File: config.mk
export PLATFORM = sky130hd
export DESIGN_NAME = bcd_fenpin_counter
export DESIGN_NICKNAME = d
export VERILOG_FILES = /design/src/rtl/bcd_fenpin_pkg.sv /design/src/rtl/bcd_digit_cell.sv /design/src/rtl/bcd_fenpin_counter.sv
export SDC_FILE = /design/constraint.sdc
export NUM_CORES = 1
export LEC_CHECK = 0
export ABC_AREA = 1
export BUFFER_PORTS_ARGS = -buffer_cell sky130_fd_sc_hd__buf_2
export CAP_MARGIN = 20
export CORE_MARGIN = 2
export CORE_UTILIZATION = 42
export CTS_CLUSTER_SIZE = 10
export DETAILED_ROUTE_END_ITERATION = 16
export PLACE_DENSITY_LB_ADDON = 0.1
export SLEW_MARGIN = 20
export SYNTH_ARGS = -nofsm -noshare
export SYNTH_HDL_FRONTEND = slang
export SYNTH_SLANG_ARGS = --single-unit
File: constraint.sdc
create_clock -name clk -period 1.25 [get_ports clk]
set_clock_uncertainty 0.15 [all_clocks]
set_input_delay 0 -clock clk [delete_from_list [all_inputs] [get_ports clk]]
set_output_delay 0 -clock clk [all_outputs]
set_load 0.01 [all_outputs]
File: src/rtl/bcd_fenpin_pkg.sv
// Shared types and constants for the BCD divide-by-M counter.
package bcd_fenpin_pkg;

    typedef logic [3:0] bcd_digit_t;

    localparam bcd_digit_t BCD_MAX = 4'd9;

    // True when a BCD digit is within 0..dmax.
    function automatic logic bcd_in_range(input bcd_digit_t d, input bcd_digit_t dmax);
        return (d <= dmax);
    endfunction

endpackage

File: src/rtl/bcd_digit_cell.sv
// One BCD digit of the counter chain: wraps at DMAX (up) or 0 (down) and forwards carry/borrow.
module bcd_digit_cell
    import bcd_fenpin_pkg::*;
#(
    parameter int DMAX = 9
) (
    input  logic       clk,
    input  logic       rst,
    input  logic       clear,
    input  logic       load,
    input  bcd_digit_t load_val,
    input  logic       dir,
    input  logic       cin,
    output logic       cout,
    output bcd_digit_t digit
);

    localparam bcd_digit_t DMAX_D = bcd_digit_t'(DMAX);

    bcd_digit_t digit_q;
    bcd_digit_t digit_d;
    logic       at_term;

    assign at_term = dir ? (digit_q == 4'd0) : (digit_q == DMAX_D);
    assign cout    = cin & at_term;
    assign digit   = digit_q;

    always_comb begin
        digit_d = digit_q;
        if (clear) begin
            digit_d = 4'd0;
        end else if (load) begin
            // Out-of-range digits load as zero rather than an illegal code.
            digit_d = bcd_in_range(load_val, DMAX_D) ? load_val : 4'd0;
        end else if (cin) begin
            if (dir) begin
                digit_d = at_term ? DMAX_D : (digit_q - 4'd1);
            end else begin
                digit_d = at_term ? 4'd0 : (digit_q + 4'd1);
            end
        end
    end

    always_ff @(posedge clk or posedge rst) begin
        if (rst) begin
            digit_q <= 4'd0;
        end else begin
            digit_q <= digit_d;
        end
    end

endmodule

File: src/rtl/bcd_fenpin_counter.sv
// BCD modulo-(TOP_MAX+1)*10^(DIGITS-1) counter with terminal-count pulse and divided toggle x.
// Define BCD_FENPIN_UPDOWN_EN to enable down counting via dir; otherwise dir is ignored.
module bcd_fenpin_counter
    import bcd_fenpin_pkg::*;
#(
    parameter int DIGITS  = 2,
    parameter int TOP_MAX = 7
) (
    input  logic                clk,
    input  logic                Rst,
    input  logic                Cin,
    input  logic                load,
    input  logic [4*DIGITS-1:0] load_val,
    input  logic                dir,
    output logic [4*DIGITS-1:0] count,
    output logic                tc,
    output logic                x
);

    logic dir_eff;

`ifdef BCD_FENPIN_UPDOWN_EN
    assign dir_eff = dir;
`else
    logic unused_dir;
    assign dir_eff    = 1'b0;
    assign unused_dir = dir;
`endif

    // Per-digit carry wires live in their own generate scope so the ripple chain is not a single vector.
    for (genvar i = 0; i < DIGITS; i++) begin : g_digit
        logic cin_w;
        logic cout_w;

        if (i == 0) begin : g_first
            assign cin_w = Cin;
        end else begin : g_rest
            assign cin_w = g_digit[i-1].cout_w;
        end

        bcd_digit_cell #(
            .DMAX ((i == DIGITS-1) ? TOP_MAX : int'(BCD_MAX))
        ) u_cell (
            .clk      (clk),
            .rst      (Rst),
            .clear    (1'b0),
            .load     (load),
            .load_val (load_val[4*i +: 4]),
            .dir      (dir_eff),
            .cin      (cin_w),
            .cout     (cout_w),
            .digit    (count[4*i +: 4])
        );
    end

    logic tc_q, tc_d;
    logic x_q, x_d;

    // Carry out of the MS digit means Cin was sampled with the whole count at its terminal value.
    always_comb begin
        tc_d = g_digit[DIGITS-1].cout_w & ~load;
        x_d  = x_q ^ tc_d;
    end

    always_ff @(posedge clk or posedge Rst) begin
        if (Rst) begin
            tc_q <= 1'b0;
            x_q  <= 1'b0;
        end else begin
            tc_q <= tc_d;
            x_q  <= x_d;
        end
    end

    assign tc = tc_q;
    assign x  = x_q;

endmodule
### After elaboration in Yosys (flattened, before gate mapping)

Cells that the tools add are included.
W data, S select, Z words.

* add/sub/neg operators: 2
* $lt $le $gt $ge: 2
* equal/unequal tests: 2
* muxes and demuxes: 8
* bitwise gates (word level): 5
* reductions and logical operators: 2

Operator list (number)
* $mux W4: 8
* $add A4 B1 Y4 const B: 2
* $eq A4 B3 Y1 const B: 1
* $eq A4 B4 Y1 const B: 1
* $le A4 B3 Y1 const B: 1
* $le A4 B4 Y1 const B: 1
* $reduce_bool A2 Y1: 2
* $and A1 B1 Y1: 3
* $not A1 Y1: 1
* $xor A1 B1 Y1: 1

* register bits after elaboration: 10
* bits of input ports: 13
* output and inout port bits: 10
* word-level logic and storage cells: 25

### Depth between registers and ports, before layout

* depth after elaboration: 5
* mapped depth: 7
* depth with buffers taken out: 7

### Cells and area by module

A second synthesis with hierarchy kept.

* cell total of the unflattened synthesis: 144
* area total of the unflattened synthesis: 898.4 sq um

Modules (own cells, without submodules)
* bcd_digit_cell at g_digit[0].u_cell: times used 1, cells an instance 72, area an instance 427.9 sq um, seq. area each 100.1 sq um
* bcd_digit_cell at g_digit[1].u_cell: times used 1, cells an instance 61, area an instance 382.9 sq um, seq. area each 100.1 sq um
* bcd_fenpin_counter: times used 1, cells an instance 11, area an instance 87.6 sq um, seq. area each 50.0 sq um

### Worst setup path after synthesis

No wires, ideal clock.

* path kind: reg2reg
* start: register g_digit[1].u_cell.digit_q[0]
* end: register g_digit[1].u_cell.digit_q[3]
* setup time: 65 ps
* arrival: 1106 ps
* data required time: 1035 ps
* slack: -70 ps
* stages on the path, launching flop included: 7
* path buffers: 0
* period minus slack after synthesis: 1320 ps
* path through: dfrtp_1 ha_1 nand3_1 clkinv_1 nor2_1 nand3_1 nand2_1

* longest elaborated chain between the ends: 4
* elaborated cells between the ends (all ways): 5
* those cells by class: add/sub (1); eq/ne (1); mux (3)

RTL lines
* start, declared: RTL line bcd_digit_cell.sv:20 `bcd_digit_t digit_q;`
* start signal, assigned: RTL line bcd_digit_cell.sv:48 `digit_q <= digit_d;`
* $add A4 B1 Y4 / $eq A4 B3 Y1 (equally long branches): RTL line bcd_digit_cell.sv:39, bcd_digit_cell.sv:24
* $mux W4 (*): RTL line bcd_digit_cell.sv:39 `digit_d = at_term ? 4'd0 : (digit_q + 4'd1);`
* $mux W4 (*): RTL line bcd_digit_cell.sv:35 `end else if (cin) begin`
* $mux W4 (*): RTL line bcd_digit_cell.sv:32 `end else if (load) begin`

Every way passes the cells marked *; elsewhere a longest branch is shown, timed or not. The select of a mux whose other input is x is not followed.
A chain may end at the register's enable or synchronous reset.

### Final worst setup path

* start: register g_digit[0].u_cell.digit_q[1]
* end: register g_digit[1].u_cell.digit_q[0]

* longest elaborated chain between the ends: 3

RTL lines
* start, declared: RTL line bcd_digit_cell.sv:20
* start signal, assigned: RTL line bcd_digit_cell.sv:48
* $eq A4 B4 Y1: RTL line bcd_digit_cell.sv:24 `assign at_term = dir ? (digit_q == 4'd0) : (digit_q == DMAX_D);`
* $and A1 B1 Y1: RTL line bcd_digit_cell.sv:25 `assign cout = cin & at_term;`
* $reduce_bool A2 Y1 (no source line)

Every way passes these cells.

==> implementation parameters <==
Parameter                              Value

Floorplan
  Floorplan core area    1470 um^2
  Die boundary width    between 40 and 50 um
  Top-Level Pins    23
  Initial standard-cell utilization of the core    0.443
  Die span in y    ~43 um
  Number of cell rows    14
  Total die area    between 1500 and 2000 um^2

Power
  Fraction of power consumed by the clock network    0.267
  Leakage power total    between 0.5 and 0.6 nW
  Power per standard cell area    roughly 1100 nW/um^2
  Internal power    about 0.00072 W
  Fraction of power consumed by sequential logic    0.383
  Logic pwr share    0.351
  Psw    around 0.00037 W
  Worst IR drop on VDD    just over 0.7 mV
  Fraction of power spent switching nets    0.337

Routing
  Residual antenna-violating net count after detailed routing    0
  Pre-Repair DR Iteration Count    5
  Initial DRC Count    29
  Remaining DRCs    0
  Post-Route WL    ~1800 um
  Total via count in the routed design    between 700 and 800
  DR WL/cell    11.5 um
  Via count normalized by instance count    about 5

Synth
  Share of the synthesized area in the top cell type    0.384
  Register bit total from synthesis    10
  Cell type with the largest total area after synthesis    dfrtp_1
  Number of nets in the synthesized netlist    between 100 and 150
  Sequential-to-total area share from yosys stat    0.384
  Cell count after synthesis    98
  Syn Area/Cell    6.65 um^2
  Leading post-synthesis cells by cell area    dfrtp_1, nand2_1, nand3_1
  Netlist Area Pre-Place    652 um^2
  Synth Warn #    0
  Distinct cell type count after synthesis    19

Clock network
  Depth of the CTS H-tree    1
  TritonCTS Sinks    10
  Number of buffers created by CTS    3
  Longest Clk Path Bufs    2
  Clock-pin transition on the worst setup and hold timing paths    about 0.060 ns
  Insertion delay to the later sink of the worst-skew pair    0.27 ns
  TritonCTS clock tree    done
  Root buf cell    clkbuf_4

Finish
  Layout cells sized above 1    0.336
  Antenna diode count    0
  Total area of sequential cells    approximately 250 um^2
  Filler cell count in the final layout    ~130
  P&R area growth vs syn    51.8%
  Nets@finish    155
  Fin area    approximately 1000 um^2
  Area of the multi-input gates    between 300 and 400 um^2
  Final core occ    0.673

Critical path
  Critical path startpoint category    register
  Top cell by count, worst path    inv_2
  Required time at the endpoint of the critical path    about 1.3 ns
  Standard cell with the maximum stage delay on the critical path    dfrtp_2
  Depth of the worst register-to-register path    7
  Critical path type    register to register
  Peak per-stage delay on the critical path    around 0.44 ns
  Cell-by-cell trace of the critical path    inv_2 -> nand3_2 -> nor2_4 -> inv_2 -> nand2_4 -> nand2_2 -> nand2_1
  Critical Path Fanout Max    5
  Critical path endpoint category    register
  Arrival time at the worst endpoint    1.31 ns

Outcome
  Failing checks    setup timing
  Outcome    finished with violations

Job
  Max-cap violations    0

Worst hold path
  Hold path depth    4
  Min-Delay Path Class    primary input to register

STA
  Post-layout worst setup margin    -0.00527 ns
  Max-slew violations    0
  Unrepaired setup endpoints after global routing    yes
  Upper clock frequency limit    around 0.80 GHz
  Fin crit period    1.26 ns
  Final worst path period share    1.00
  Setup Viol. Count Final    1
  Slew of the pin with the lowest slew margin    0.368 ns
  Worst hold slack across all endpoints    about 0.023 ns
  Endpoints failing hold    0
  Worst slew margin relative to its limit    0.754

Global routing
  Pin count of the biggest net entering global routing    13
  Total Routing Usage GR    0.209
  Antenna violations before repair    0
  Via count of the first global-routing pass    686
  Wire length of the first global-routing pass    about 2900 um
  Congestion Overflow GR    0

Placement
  PortBufs    21
  Worst setup slack after placement    0.0168 ns
  RD Place Congestion    0.840
  Cell Area, Placed    833 um^2
  Detailed placer's ending HPWL    around 1200 um
[critical path: cells and delay by family, from the launching register on]
family	cells	cell delay, ns
flops	1	0.44
buf+inv	2	0.16
simple gates	5	0.45
[cells in the mapped netlist]
cell type / instances
nand4_1: 3
clkinv_1: 2
nand2_2: 1
nand3_1: 15
nor2_1: 7
a21oi_1: 2
dfrtp_1: 10
inv_2: 3
nor2_4: 1
nand3b_1: 1
nor3_2: 1
ha_1: 1
nand3_2: 1
buf_2: 1
inv_1: 10
o21ai_1: 2
nor2_2: 1
o21ai_0: 1
nand2_1: 35
[power groups by stage]
stage / clock (W) / combinational, W / sequential (W)
global placement: 0 / 0.000339 / 0.000416
CTS: 0.000301 / 0.000372 / 0.000413
finish: 0.000290 / 0.000382 / 0.000416
floorplan: 0 / 0.000159 / 0.000445
global route: 0.000313 / 0.000418 / 0.000422
detailed placement: 0 / 0.000343 / 0.000420
[final cells by class]
class,instances,share of cell area
Inverter,15,0.0569
Timing Repair Buffer,39,0.271
Tap cell,16,0.0202
Sequential cell,10,0.257
Multi-Input combinational cell,72,0.359
Clock buffer,4,0.0367
[flip-flops by register name, indices dropped and copies added, names as in the netlist]
signal                flops
x                         1
g_digit.u_cell.digit      8
tc                        1
[routing by layer]
| layer | GRT usage | wire, um | vias to the layer above |
|---|---|---|---|
| met4 | 0.103 | 48 | 0 |
| met3 | 0.0833 | 109 | 7 |
| met5 | 0 | 0 | - |
| met2 | 0.316 | 790 | 27 |
| li1 | - | - | 400 |
| met1 | 0.259 | 840 | 351 |
[placed cells by master (no fill, tap or decap), drive strengths merged]
cell type	n
a21oi	2
buf	28
clkbuf	4
clkinv	1
dfrtp	10
dlygate4sd3	11
ha	1
inv	14
nand2	36
nand3	16
nand3b	1
nand4	3
nor2	9
nor3	1
o21ai	3
[worst paths after layout]
path | slack [ns] | end | from
min in group asynchronous | 0.08 | tc | Rst
setup reg to reg | -0.005 | g_digit[1].u_cell.digit[0] | g_digit[0].u_cell.digit[1]
setup / recovery | -0.005 | g_digit[1].u_cell.digit[0] | g_digit[0].u_cell.digit[1]
hold / removal | 0.02 | g_digit[1].u_cell.digit[3] | load
hold reg to reg | 0.36 | x | x
max in group asynchronous | 0.58 | g_digit[1].u_cell.digit[0] | Rst
[per-stage QoR]
step | setup TNS (ns) | cells | total power, W
floorplan | 0 | 98 | 0.000604
global placement | 0 | 141 | 0.000755
detailed placement | 0 | 141 | 0.000763
CTS | 0 | 156 | 0.00109
global route | -0.290 | 156 | 0.00115
finish | -0.00527 | 156 | 0.00109
[logic make-up after synthesis]
| logic type | count (synthesis) | share of synthesized area |
|---|---|---|
| buffers and inverters | 16 | 0.0941 |
| adders and majority gates | 1 | 0.0192 |
| DFF | 10 | 0.384 |
| AOI/OAI and AO/OA | 5 | 0.0384 |
| and+or+nand+nor | 66 | 0.465 |
[what timing repair did]
item                                    CTS  global route
gates resized for setup                   0             5
hold buffers                             11             0
endpoints found under the setup margin    0             9
setup buffers                             0             0
hold endpoints to repair                 20             0
Power figures use the tool's default switching activity.
